<file path="config.mk">
export PLATFORM = sky130hd
export DESIGN_NAME = shift_sched_flat
export DESIGN_NICKNAME = d
export VERILOG_FILES = /design/src/rtl/shift_sched_pkg.sv /design/src/rtl/shift_sched_if.sv /design/src/rtl/shift_sched_barrel_shifter.sv /design/src/rtl/shift_sched.sv /design/src/flat_wrapper.sv
export SDC_FILE = /design/constraint.sdc
export NUM_CORES = 1
export LEC_CHECK = 0
export ABC_CLOCK_PERIOD_IN_PS = 2900
export CORE_MARGIN = 4
export CORE_UTILIZATION = 49
export DETAILED_ROUTE_END_ITERATION = 10
export PLACE_DENSITY_LB_ADDON = 0.25
export SLEW_MARGIN = 40
export SYNTH_ARGS = -nofsm -noshare
export SYNTH_HDL_FRONTEND = slang
export SYNTH_HIERARCHICAL = 1
export SYNTH_SLANG_ARGS = --single-unit
</file>
<file path="constraint.sdc">
create_clock -name clk -period 2.9 [get_ports clk]
set_input_delay 0.58 -clock clk [delete_from_list [all_inputs] [get_ports clk]]
set_output_delay 0.58 -clock clk [all_outputs]
set_load 0.02 [all_outputs]
</file>
<file path="src/rtl/shift_sched_pkg.sv">
// Shared definitions for the shift_sched controller: datapath widths,
// per-pass shift limit and the controller state encoding.
package shift_sched_pkg;

    localparam int DATA_W   = 8;  // operand width, matches the shifter datapath
    localparam int AMT_W    = 4;  // job shift-amount width (0..15)
    localparam int STEP_MAX = 7;  // largest amount the shifter takes in one pass
    localparam int STEP_W   = 3;  // width of the shifter amount port

    typedef enum logic [1:0] {
        IDLE  = 2'd0,
        SHIFT = 2'd1,
        DONE  = 2'd2
    } state_t;

endpackage

</file>
<file path="src/rtl/shift_sched_if.sv">
// Job request / result response bundle for shift_sched.
//   req_valid/req_ready : per-requester handshake, bit i = requester i
//   req_data/amt/dir    : per-requester operand, shift amount, direction (1 = right)
//   rsp_valid/rsp_ready : result handshake
//   rsp_data/rsp_id     : shifted result and owning requester
//   busy                : controller is not idle
// master = requesters + response consumer, slave = controller.
interface shift_sched_if;
    import shift_sched_pkg::*;

    logic [1:0]                   req_valid;
    logic [1:0]                   req_ready;
    logic [1:0][DATA_W-1:0]       req_data;
    logic [1:0][AMT_W-1:0]        req_amt;
    logic [1:0]                   req_dir;
    logic                         rsp_valid;
    logic                         rsp_ready;
    logic [DATA_W-1:0]            rsp_data;
    logic                         rsp_id;
    logic                         busy;

    modport master (
        output req_valid, req_data, req_amt, req_dir, rsp_ready,
        input  req_ready, rsp_valid, rsp_data, rsp_id, busy
    );

    modport slave (
        input  req_valid, req_data, req_amt, req_dir, rsp_ready,
        output req_ready, rsp_valid, rsp_data, rsp_id, busy
    );

endinterface

</file>
<file path="src/rtl/shift_sched_barrel_shifter.sv">
// Combinational 8-bit logical barrel shifter, one evaluation per pass.
//   a   : operand
//   amt : shift amount 0..7
//   dir : 0 = left, 1 = right (zero fill both ways, no rotation)
//   y   : shifted result
module BarrelShifter
    import shift_sched_pkg::*;
(
    input  logic [DATA_W-1:0] a,
    input  logic [STEP_W-1:0] amt,
    input  logic              dir,
    output logic [DATA_W-1:0] y
);

    assign y = dir ? (a >> amt) : (a << amt);

endmodule

</file>
<file path="src/rtl/shift_sched.sv">
// Two-requester shift-job controller. A round-robin arbiter accepts one job
// at a time, the job amount (0..15) is applied as repeated passes of at most
// STEP_MAX through a single barrel shifter, and the result is presented on
// the response port until the consumer accepts it.
//   clk   : rising-edge clock
//   rst_n : asynchronous active-low reset, discards any in-flight job
//   bus   : shift_sched_if slave modport (requests, response, busy)
module shift_sched
    import shift_sched_pkg::*;
(
    input  logic          clk,
    input  logic          rst_n,
    shift_sched_if.slave  bus
);

    state_t             state_q;
    state_t             state_d;
    logic               ptr_q;     // requester with priority on the next grant
    logic [DATA_W-1:0]  acc_q;     // partially shifted operand
    logic [AMT_W-1:0]   rem_q;     // shift amount still to apply
    logic               dir_q;
    logic               id_q;

    logic               grant_valid;
    logic               grant_id;
    logic               accept;
    logic [STEP_W-1:0]  step;
    logic [AMT_W-1:0]   rem_next;
    logic [DATA_W-1:0]  shift_y;

    // Arbiter: the pointer's requester wins, otherwise the other one.
    always_comb begin
        // NOTE: every combinational output gets a default first so no path
        // leaves it unassigned and no latch is inferred.
        grant_valid = 1'b0;
        grant_id    = ptr_q;
        if (bus.req_valid[ptr_q]) begin
            grant_valid = 1'b1;
            grant_id    = ptr_q;
        end else if (bus.req_valid[~ptr_q]) begin
            grant_valid = 1'b1;
            grant_id    = ~ptr_q;
        end
    end

    assign accept = (state_q == IDLE) && grant_valid;

    // Largest pass the shifter can take; an amount of 0 gives one step-0 pass.
    always_comb begin
        if (rem_q > AMT_W'(STEP_MAX)) begin
            step = STEP_W'(STEP_MAX);
        end else begin
            step = rem_q[STEP_W-1:0];
        end
    end

    assign rem_next = rem_q - AMT_W'(step);

    BarrelShifter u_shifter (
        .a   (acc_q),
        .amt (step),
        .dir (dir_q),
        .y   (shift_y)
    );

    // State register.
    always_ff @(posedge clk or negedge rst_n) begin
        // NOTE: sequential state uses non-blocking assignments so every
        // register samples the pre-edge values regardless of block order.
        if (!rst_n) begin
            state_q <= IDLE;
        end else begin
            state_q <= state_d;
        end
    end

    // Next-state logic.
    always_comb begin
        state_d = state_q;
        case (state_q)
            IDLE:    if (accept) state_d = SHIFT;
            SHIFT:   if (rem_next == '0) state_d = DONE;
            DONE:    if (bus.rsp_ready) state_d = IDLE;
            default: state_d = IDLE;
        endcase
    end

    // Job registers. All are reset so an aborted job leaves nothing behind
    // and the response outputs come up at zero.
    always_ff @(posedge clk or negedge rst_n) begin
        // NOTE: these are a handful of flops, not a memory, so each is given
        // an explicit reset value.
        if (!rst_n) begin
            ptr_q <= 1'b0;
            acc_q <= '0;
            rem_q <= '0;
            dir_q <= 1'b0;
            id_q  <= 1'b0;
        end else begin
            if (accept) begin
                acc_q <= bus.req_data[grant_id];
                rem_q <= bus.req_amt[grant_id];
                dir_q <= bus.req_dir[grant_id];
                id_q  <= grant_id;
                ptr_q <= ~grant_id;
            end else if (state_q == SHIFT) begin
                acc_q <= shift_y;
                rem_q <= rem_next;
            end
        end
    end

    // Outputs.
    always_comb begin
        bus.req_ready = '0;
        if ((state_q == IDLE) && grant_valid) begin
            bus.req_ready[grant_id] = 1'b1;
        end
        bus.rsp_valid = (state_q == DONE);
        bus.rsp_data  = (state_q == DONE) ? acc_q : '0;
        bus.rsp_id    = (state_q == DONE) ? id_q : 1'b0;
        bus.busy      = (state_q != IDLE);
    end

endmodule

</file>
<file path="src/flat_wrapper.sv">
// flat-port wrapper written by rule: the top's interface ports become plain ports
module shift_sched_flat import shift_sched_pkg::*;
  (clk, rst_n, bus_req_valid, bus_req_data, bus_req_amt, bus_req_dir, bus_rsp_ready, bus_req_ready, bus_rsp_valid, bus_rsp_data, bus_rsp_id, bus_busy);
  shift_sched_if bus_i ();
  input  logic clk;
  input  logic rst_n;
  input wire logic [$bits(bus_i.req_valid)-1:0] bus_req_valid;
  input wire logic [$bits(bus_i.req_data)-1:0] bus_req_data;
  input wire logic [$bits(bus_i.req_amt)-1:0] bus_req_amt;
  input wire logic [$bits(bus_i.req_dir)-1:0] bus_req_dir;
  input wire logic [$bits(bus_i.rsp_ready)-1:0] bus_rsp_ready;
  output wire logic [$bits(bus_i.req_ready)-1:0] bus_req_ready;
  output wire logic [$bits(bus_i.rsp_valid)-1:0] bus_rsp_valid;
  output wire logic [$bits(bus_i.rsp_data)-1:0] bus_rsp_data;
  output wire logic [$bits(bus_i.rsp_id)-1:0] bus_rsp_id;
  output wire logic [$bits(bus_i.busy)-1:0] bus_busy;
  assign bus_i.req_valid = bus_req_valid;
  assign bus_i.req_data = bus_req_data;
  assign bus_i.req_amt = bus_req_amt;
  assign bus_i.req_dir = bus_req_dir;
  assign bus_i.rsp_ready = bus_rsp_ready;
  assign bus_req_ready = bus_i.req_ready;
  assign bus_rsp_valid = bus_i.rsp_valid;
  assign bus_rsp_data = bus_i.rsp_data;
  assign bus_rsp_id = bus_i.rsp_id;
  assign bus_busy = bus_i.busy;
  shift_sched u_core (.clk(clk), .rst_n(rst_n), .bus(bus_i));
endmodule
</file>
==> parameters.txt <==
Parameter                              Value

Critical path
  Worst setup path class    input pin to primary output
  Number of cells on the critical path    4
  Arrival time worst endpoint    2120 ps
  Worst r2r dst    u_core/acc_q[1]$_DFFE_PN0P_
  Register-to-Register Setup Slack    ~550 ps
  Critical Path Start Type    input pin
  Capture point of the worst path    bus_req_ready[0]
  Critical path launch point    bus_req_valid[0]
  CP max stage cell    sky130_fd_sc_hd__clkdlybuf4s50_1
  Reg-to-Reg Start    u_core/rem_q[3]$_DFFE_PN0P_
  Worst reg-to-reg path cell count    7
  Critical path peak fanout    6
  Count of buffer and inverter cells on the critical path    2
  CP required    2320 ps
  CP cell instances    clkdlybuf4s50_1, a21boi_4, and2_1, clkdlybuf4s50_1
  Nature of the critical path endpoint    primary output
  Delay of the slowest cell on the worst path    approximately 610 ps
  Crit path max-delay family    buffers and inverters
  Cell repeated most along the worst path    sky130_fd_sc_hd__clkdlybuf4s50_1

Die
  Total Die Area    between 4000 and 5000 um^2
  Top-level I/O count    44
  Total core area    about 3300 um^2
  Die Y-Extent    about 67 um
  Initial Utilization    51.1%
  Overall die width    67.0 um
  # rows    21

Placed design
  Setup slack at placement    a little over 200 ps
  Port Buffer Count    between 40 and 50
  Area after DPL    between 2000 and 2500 um^2
  Gp weighted congestion    between 0.8 and 0.9
  Detailed placer's ending HPWL    3620 um

Run status
  Result of the run    complete, no violations

Run
  Max-cap violations    0

Synthesis
  Count of flip-flops with a built-in enable after synthesis    0
  Mean area per synthesized cell    around 8.6 um^2
  Total number of yosys warnings    6
  Cell with the most instances after synthesis    sky130_fd_sc_hd__dfrtp_1
  Async set-reset flop share out of synthesis    between 90% and 100%
  Yosys reg bits    17
  Instance count of the mapped netlist    198
  Part of the Yosys area used for sequential elements    around a quarter
  Top cells by instance count after synthesis    17 x sky130_fd_sc_hd__dfrtp_1, 16 x sky130_fd_sc_hd__a21oi_1, 11 x sky130_fd_sc_hd__a31oi_1, 11 x sky130_fd_sc_hd__nand4_1
  Mapped Nets    230
  Post-synth top area cell    sky130_fd_sc_hd__dfrtp_1
  Share of Yosys cell area claimed by the top area cell type    24.9%
  Synth Cell Area    ~1700 um^2
  Number of distinct standard cells referenced by the synthesized netlist    54
  Biggest area contributors in the synthesized netlist    sky130_fd_sc_hd__dfrtp_1 25%, sky130_fd_sc_hd__a32oi_1 5.1%, sky130_fd_sc_hd__a21oi_1 4.7%, sky130_fd_sc_hd__mux2i_1 4.7%, sky130_fd_sc_hd__a31oi_1 4.0%
  Top FF cell, synth    sky130_fd_sc_hd__dfrtp_1

Cells and area
  Antenna diode count    0
  Area growth from synthesis to layout    25.1%
  Layout Nets    approximately 260
  Multi-input combinational cell area    1130 um^2
  Proportion of layout cells with a drive suffix above 1    10.4%
  Final instance area    between 2000 and 2500 um^2
  Number of inserted filler cells in the final layout    about 310
  Sequential cell area in the final layout    between 400 and 500 um^2

Timing
  Least-Margin Pin Slew    slightly below 700 ps
  Final setup margin    202 ps
  Unrepaired setup endpoints after global routing    false
  Period utilisation layout    a little over 90%
  Normalized max-slew margin    ~55%
  Achievable frequency    around 370 MHz
  Aggregate negative setup slack    0 ps
  Number of endpoints failing setup at the final stage    0
  Final clock skew    roughly 3.3 ps
  Number of max-slew violations in the final report    0
  Period minus WS final    2700 ps
  Final count of hold timing violations    0

GRT
  Largest net degree at the start of global routing    22
  Number of global-route vias before repair    around 1700
  Initial antenna violation count    0
  Total global-route track usage    a little under a quarter
  Global-route wire length before repair    8160 um
  Total global routing overflow    0

Hold path
  Worst hold path type    input pin to async pin

Routing
  DRC    0
  Via count    approximately 1800
  Final WL    4970 um
  Mean routed wirelength per cell    between 15 and 20 um
  Drt first pass iters    5
  Post-detailed-route via-to-cell ratio    6.46
  Iteration-0 DRC Markers    ~170
  Routed Antenna Nets    0

Pwr
  Pleak    slightly above 0.8 nW
  PD cells    ~1100 nW/um^2
  IR Drop Worst-Case VDD    between 0.4 and 0.5 mV

Clocking
  Root Buffer Master    sky130_fd_sc_hd__clkbuf_4
  Clock tree from TritonCTS    done
  Maximum count of clock buffers along a single path    2
  Inserted Clock Buffers    3
  H-tree depth reported by CTS    1
  Clock insertion delay at the later pin of the skew report    just under 300 ps
  Total number of clock tree sinks    17
  Clock-pin slew on the worst setup and hold paths    roughly 100 ps
cell usage in the layout (no fill, tap or decap), drive strengths merged, types with 5 or more instances in the layout:
master          n
clkdlybuf4s50  42
dfrtp          17
a21oi          17
nand4          11
a31oi          11
a32oi          10
nand2          10
and2            9
nor2            9
nand2b          8
mux2i           8
inv             7
buf             7
nor2b           6
o21ai           5
layout make-up:
| class | count | area share (%) |
|---|---|---|
| clock buffers | 4 | 1.23 |
| inverters | 7 | 1.23 |
| well taps | 46 | 2.70 |
| repair buffers | 49 | 22.1 |
| flip-flops and latches | 17 | 19.9 |
| multi-input cells | 154 | 52.8 |
per-layer routing:
| layer | GRT usage, % | share of wire (%) | vias up |
|---|---|---|---|
| li1 | - | - | 826 |
| met1 | 33.1 | 40 | 855 |
| met2 | 38.4 | 49 | 101 |
| met3 | 2.70 | 9.8 | 7 |
| met4 | 7.34 | 1.1 | 0 |
| met5 | 0 | 0 | - |
through the flow:
step	hold WS (ps)	power, W	utilization, %	std cells
finish	205	0.00233	63.9	277
global route	218	0.00251	63.9	277
CTS	578	0.00230	64.0	277
detailed placement	561	0.00216	63.2	273
global placement	556	0.00210	63.2	273
floorplan	284	0.00179	-	198
where the power goes:
| group | leakage (nW) | internal (W) | switching [W] |
|---|---|---|---|
| Clock | 0.0150 | 0.0000535 | 0.0000767 |
| Combinational | 0.605 | 0.000756 | 0.000834 |
| Sequential | 0.204 | 0.000357 | 0.000250 |
registers in the layout, summed over array words and instances, names as in the netlist:
| name | flops |
|---|---|
| u_core/ptr_q | 1 |
| u_core/rem_q | 4 |
| u_core/id_q | 1 |
| u_core/state_q | 2 |
| u_core/acc_q | 8 |
| u_core/dir_q | 1 |
repair_timing:
| action | in CTS | in global routing |
|---|---|---|
| hold buffers | 0 | 0 |
| setup endpoints to repair | 0 | 1 |
| resized for setup | 0 | 1 |
| endpoints found under the hold margin | 0 | 0 |
| buffers inserted | 0 | 0 |
how the worst min path moves through the flow:
stage	from	depth (start not counted)	slack, ps	end
CTS	u_core/id_q$_DFFE_PN0P_	2	580	u_core/id_q$_DFFE_PN0P_
floorplan	rst_n	0	280	u_core/acc_q[0]$_DFFE_PN0P_
global placement	u_core/ptr_q$_DFFE_PN0P_	2	560	u_core/ptr_q$_DFFE_PN0P_
detailed placement	u_core/id_q$_DFFE_PN0P_	2	560	u_core/id_q$_DFFE_PN0P_
global route	rst_n	1	220	u_core/rem_q[1]$_DFFE_PN0P_
finish	rst_n	1	200	u_core/acc_q[6]$_DFFE_PN0P_
kinds of logic after synthesis:
family	after synthesis	share of synthesized area (%)
multiplexers	14	12.0
AND/OR/NAND/NOR	75	26.6
buffers and inverters	27	9.10
AO/OA/AOI/OAI	64	26.7
adder cells (fa/ha/maj)	1	0.734
flip-flops	17	24.9
No activity file was read; power rests on OpenSTA's default activity.
==> RTL edit 1: new RTL, same flow settings <==
Re-encode `state_t` (3 states) as one-hot, 3 bits wide.
--- a/src/rtl/shift_sched_pkg.sv
+++ b/src/rtl/shift_sched_pkg.sv
@@ -9,6 +9,6 @@
 
-    typedef enum logic [1:0] {
-        IDLE  = 2'd0,
-        SHIFT = 2'd1,
-        DONE  = 2'd2
+    typedef enum logic [2:0] {
+        IDLE  = 3'b001,
+        SHIFT = 3'b010,
+        DONE  = 3'b100
     } state_t;
Function: same outputs for any inputs over 10 cycles, from zero or initial values and one cycle with rst_n low; not proved beyond that.
==> RTL edit 1 against the original RTL <==
Power down 0.54%. Critical path type is now reg -> out. Sequential cell count increased by 1. Synthesized cell count is 2.0% higher. Utilization is 3.0 points higher. Hold slack worse by 9.4 ps. Largest cell class unchanged. Worst setup slack better by 26 ps. Via count is 8.2% lower. Routed wire length decreased by 10%. First-iteration DRC count shrank 25%. Highest routed layer unchanged. Area after synthesis fell by 3.1%. Cell area down 1.9%.
==> RTL edit 1: results (changes against the original RTL) <==
Run status
  – Status: completed

Layout
  – Registers with the most flip-flops: u_core/acc_q x8, u_core/rem_q x4, u_core/state_q x3
  – Antenna fix cells: 0 (unchanged)
  – Fill cell count: 271 (-13%)
  – Layout net count: 272 (+3.0%)
  – Fraction of final layout cells with drive strength greater than 1: 8.787% (-1.6 points)

Critical path
  – Peak fanout along the critical path: 8 (+2)
  – Launch point of the worst path: u_core/state_q[0]
  – Launching point of the worst reg2reg path: u_core/rem_q[3]
  – Arrival @ worst endpoint: 2090 ps (-30 ps)
  – Delay-heaviest family, CP: buffers and inverters

Pwr
  – Static Leak: 0.0008818 uW (+6.9%)
  – Maximum vdd ir drop: 0.0005044 V (+2.8%)

STA
  – Max transition margin: 57.99% (+3.3 points)
  – Skew final: 7.121 ps (+3.841 ps)

Clocking
  – CTS Root Buffer Type: clkbuf_4
  – Number of CTS-inserted buffers: 3 (unchanged)
  – Maximum clock path buffer count: 2 (unchanged)
  – Buffers inserted during post-CTS setup optimization: 0 (unchanged)
  – H-tree depth: 1 (unchanged)
  – Clock transition time at the flip-flop clock pins of the worst setup and hold paths: 110 ps

Detailed routing
  – Overall via count from detail_route: 1,643 (-8.2%)
  – First-iteration detailed-routing DRC count: 124 (-25%)
  – Post-DR wirelength/cell: 15.78 um (-12%)
  – Drt first pass iters: 4 (-1)

Min path
  – Hold WC Path Type: in -> async

Placement
  – Final weighted congestion in routability-driven placement: 0.8760 (+2.2%)
  – Setup slack at placement: 421.7 ps (+218.0 ps)
  – Post-detailed-placement half-perimeter wirelength: 3252 um (-10%)
  – Placement-stage cell area: 0.002061 mm^2 (-2.3%)

GRT
  – Antenna violations before repair: 0 (unchanged)
  – Largest net degree at the start of global routing: 22 (unchanged)
  – Global-route usage over all layers: 21.20% (-2.6 points)
  – First-pass GRT wire length: 7314 um (-10%)

Logic synthesis
  – Most numerous cell types in the synthesized netlist: 30 x nand2_1, 17 x dfrtp_1, 16 x inv_1, 16 x nor2_1, 15 x o21ai_0
  – Nets in the synthesized netlist: 234 (+1.7%)
  – Dominant register cell in the synthesized netlist: dfrtp_1
  – Compound-cell area share of the yosys netlist: 22.86% (-3.8 points)
  – Sequential area share after synthesis: 27.33% (+2.4 points)
  – Share of async-settable or async-resettable flops after synthesis: 100.0% (unchanged)
  – Synth warnings: 6 (unchanged)
  – Multiplexer fraction of the synthesized cell area: 13.55% (+1.6 points)
  – Post-synthesis adder-cell area fraction: 0.7570% (+0.023 points)
  – Count of different cell masters after synthesis: 50 (-7.4%)
  – Biggest area contributors in the synthesized netlist: dfrtp_1 26%, nand2_1 6.8%, mux2i_1 6.1%
-- RTL edit 1: changes by cell type after synthesis, moves of 3 or more --
| cell | delta |
|---|---|
| a31oi_1 | -10 |
| nand2_1 | +20 |
| a21oi_1 | -8 |
| nand4_1 | -11 |
| buf_2 | -3 |
| inv_1 | +9 |
| o21ai_0 | +11 |
| nor2_1 | +8 |
| and2_1 | -8 |
| nor2b_1 | -3 |
-- RTL edit 1: stage by stage --
step,std cells,power [uW],hold WS [ps]
after global placement,279,2090,479.6
after global routing,283,2506,213.1
after floorplan,202,1801,284.4
after CTS,283,2292,518.6
after detailed placement,279,2123,494.0
final,283,2314,195.2
-- RTL edit 1: final cells by class --
cell class,count,area [um^2],share of cell area (%)
multi-input combinational,152,1022,48.86
timing repair buffer,48,462.9,22.13
sequential,18,451.7,21.59
inverter,17,63.81,3.050
tap,44,55.05,2.632
clock buffer,4,36.28,1.734
-- RTL edit 1: power breakdown --
group          total, uW  switching, uW  internal (uW)
sequential           584            201            383
clock                161           84.3           76.5
combinational       1570            825            744
-- RTL edit 1: path summary, 6_finish.rpt --
| check | to | cells past startpoint | slack [ps] |
|---|---|---|---|
| worst max-delay path | bus_req_ready[1] | 3 | 230 |
| worst min-delay path | u_core/rem_q[3] | 1 | 200 |
| worst max register to register | u_core/acc_q[3] | 9 | 560 |
| worst min register to register | u_core/id_q | 2 | 510 |
| max in group asynchronous | u_core/state_q[0] | 1 | 2370 |
| min in group clk | u_core/id_q | 2 | 510 |
-- RTL edit 1: layer usage --
layer	global-route usage (%)	part of all wire, %
met2	35.19	45
met4	4.822	0.90
met1	28.80	45
met3	3.401	9.3
met5	0	0
==> RTL edit 2: new RTL, config.mk and constraints unchanged <==
Without the edit above. Set the package constant `DATA_W` to 12 (it was 8).
--- a/src/rtl/shift_sched_pkg.sv
+++ b/src/rtl/shift_sched_pkg.sv
@@ -4,3 +4,3 @@
 
-    localparam int DATA_W   = 8;  // operand width, matches the shifter datapath
+    localparam int DATA_W   = 12;  // operand width, matches the shifter datapath
     localparam int AMT_W    = 4;  // job shift-amount width (0..15)
Ports: changed (resized bus_req_data and bus_rsp_data); port bits go from 44 to 56. No check against the original RTL was run, so the function may have changed too.
==> RTL edit 2 against the original RTL <==
Synthesized cell count rose by 25%. Sequential cell count grew 4. Count of clock-buffer cells in the layout stayed put. First-iteration DRC count grew to 3.3 times the old value. Power increased by 43%. Cell area increased by 26%. Die area rose by 18%. Area after synthesis grew 20%. Non-clock buffer count up 18. Routed wire length grew 29%. Worst setup slack better by 2.6 ps. Utilization increased by 3.0 points. Combinational power rose by 51%. Critical path type unchanged. Largest cell class unchanged. Largest power group unchanged.
==> RTL edit 2: results (changes against the original RTL) <==
Logic synthesis
  – Nets in the synthesized netlist: 288 (+25%)
  – Sequential area share after synthesis: 25.63% (+0.68 points)
  – Synth Area in XOR/XNOR: 0.4271% (+0.43 points)

STA
  – Skew final: 1.667 ps (-1.612 ps)
  – Tightest Pin Transition: 825.2 ps (+146.3 ps)

GRT
  – Met2 Usage GRT: 40.78% (+2.4 points)
  – Met1 Track Usage GR: 35.24% (+2.2 points)
  – First-pass GRT wire length: 10,360 um (+27%)
  – Global routing met3 resource utilization: 2.893% (+0.19 points)

Clocking
  – Clock transition time at the flip-flop clock pins of the worst setup and hold paths: 80 ps (-20 ps)
  – Latest clock arrival within the worst-skew pair: 260 ps (-30 ps)
  – CTS Root Buffer Type: clkbuf_8

Detailed routing
  – Routed met3 length: 569 um (+16%)
  – First-iteration detailed-routing DRC count: 548 (+230%)
  – Avg Vias per Cell: 6.372 (-1.3%)
  – Total wirelength of the detailed-routed design: 6391 um (+29%)
  – Met2 layer wire length in the routed design: 3051 um (+26%)

Layout
  – Registers with the most flip-flops: u_core/acc_q x12, u_core/rem_q x4, u_core/state_q x2
  – Layout net count: 340 (+29%)
  – Fraction of final layout cells with drive strength greater than 1: 11.71% (+1.3 points)

Pwr
  – Proportion of power drawn by flip-flops and latches: 22.2% (-3.9 points)

Placement
  – Number of buffers inserted by port buffering: 55 (+28%)
  – Post-detailed-placement half-perimeter wirelength: 4688 um (+30%)

Run status
  – Status: completed

Critical path
  – FF-to-FF setup slack: 260 ps (-290 ps)

Min path
  – Hold WC Path Type: reg -> reg
## RTL edit 2: cell type report
cell class | instances | area, um^2 | share of cell area (%)
clock buffer | 4 | 45.04 | 1.670
inverter | 7 | 26.28 | 0.9740
multi-input combinational | 200 | 1385 | 51.35
sequential | 21 | 525.5 | 19.48
tap | 50 | 62.56 | 2.319
timing repair buffer | 67 | 653.1 | 24.21
## RTL edit 2: per-stage QoR
stage / hold WS [ps] / area, um^2 / setup slack, ps / total power (uW) / std cells
floorplan: 284.4 / 2051 / 598.8 / 2436 / 248
global placement: 477.6 / 2653 / 224.7 / 3058 / 345
detailed placement: 522.9 / 2653 / 209.6 / 3075 / 345
CTS: 541.2 / 2698 / 198.7 / 3285 / 349
global route: 581.4 / 2698 / 51.75 / 3571 / 349
finish: 524.2 / 2698 / 204.2 / 3338 / 349
## RTL edit 2: worst min-delay path: stages (launching register included)
cell and delay [ps]:
dfrtp_1 350, nor2_1 50, nor2_1 90
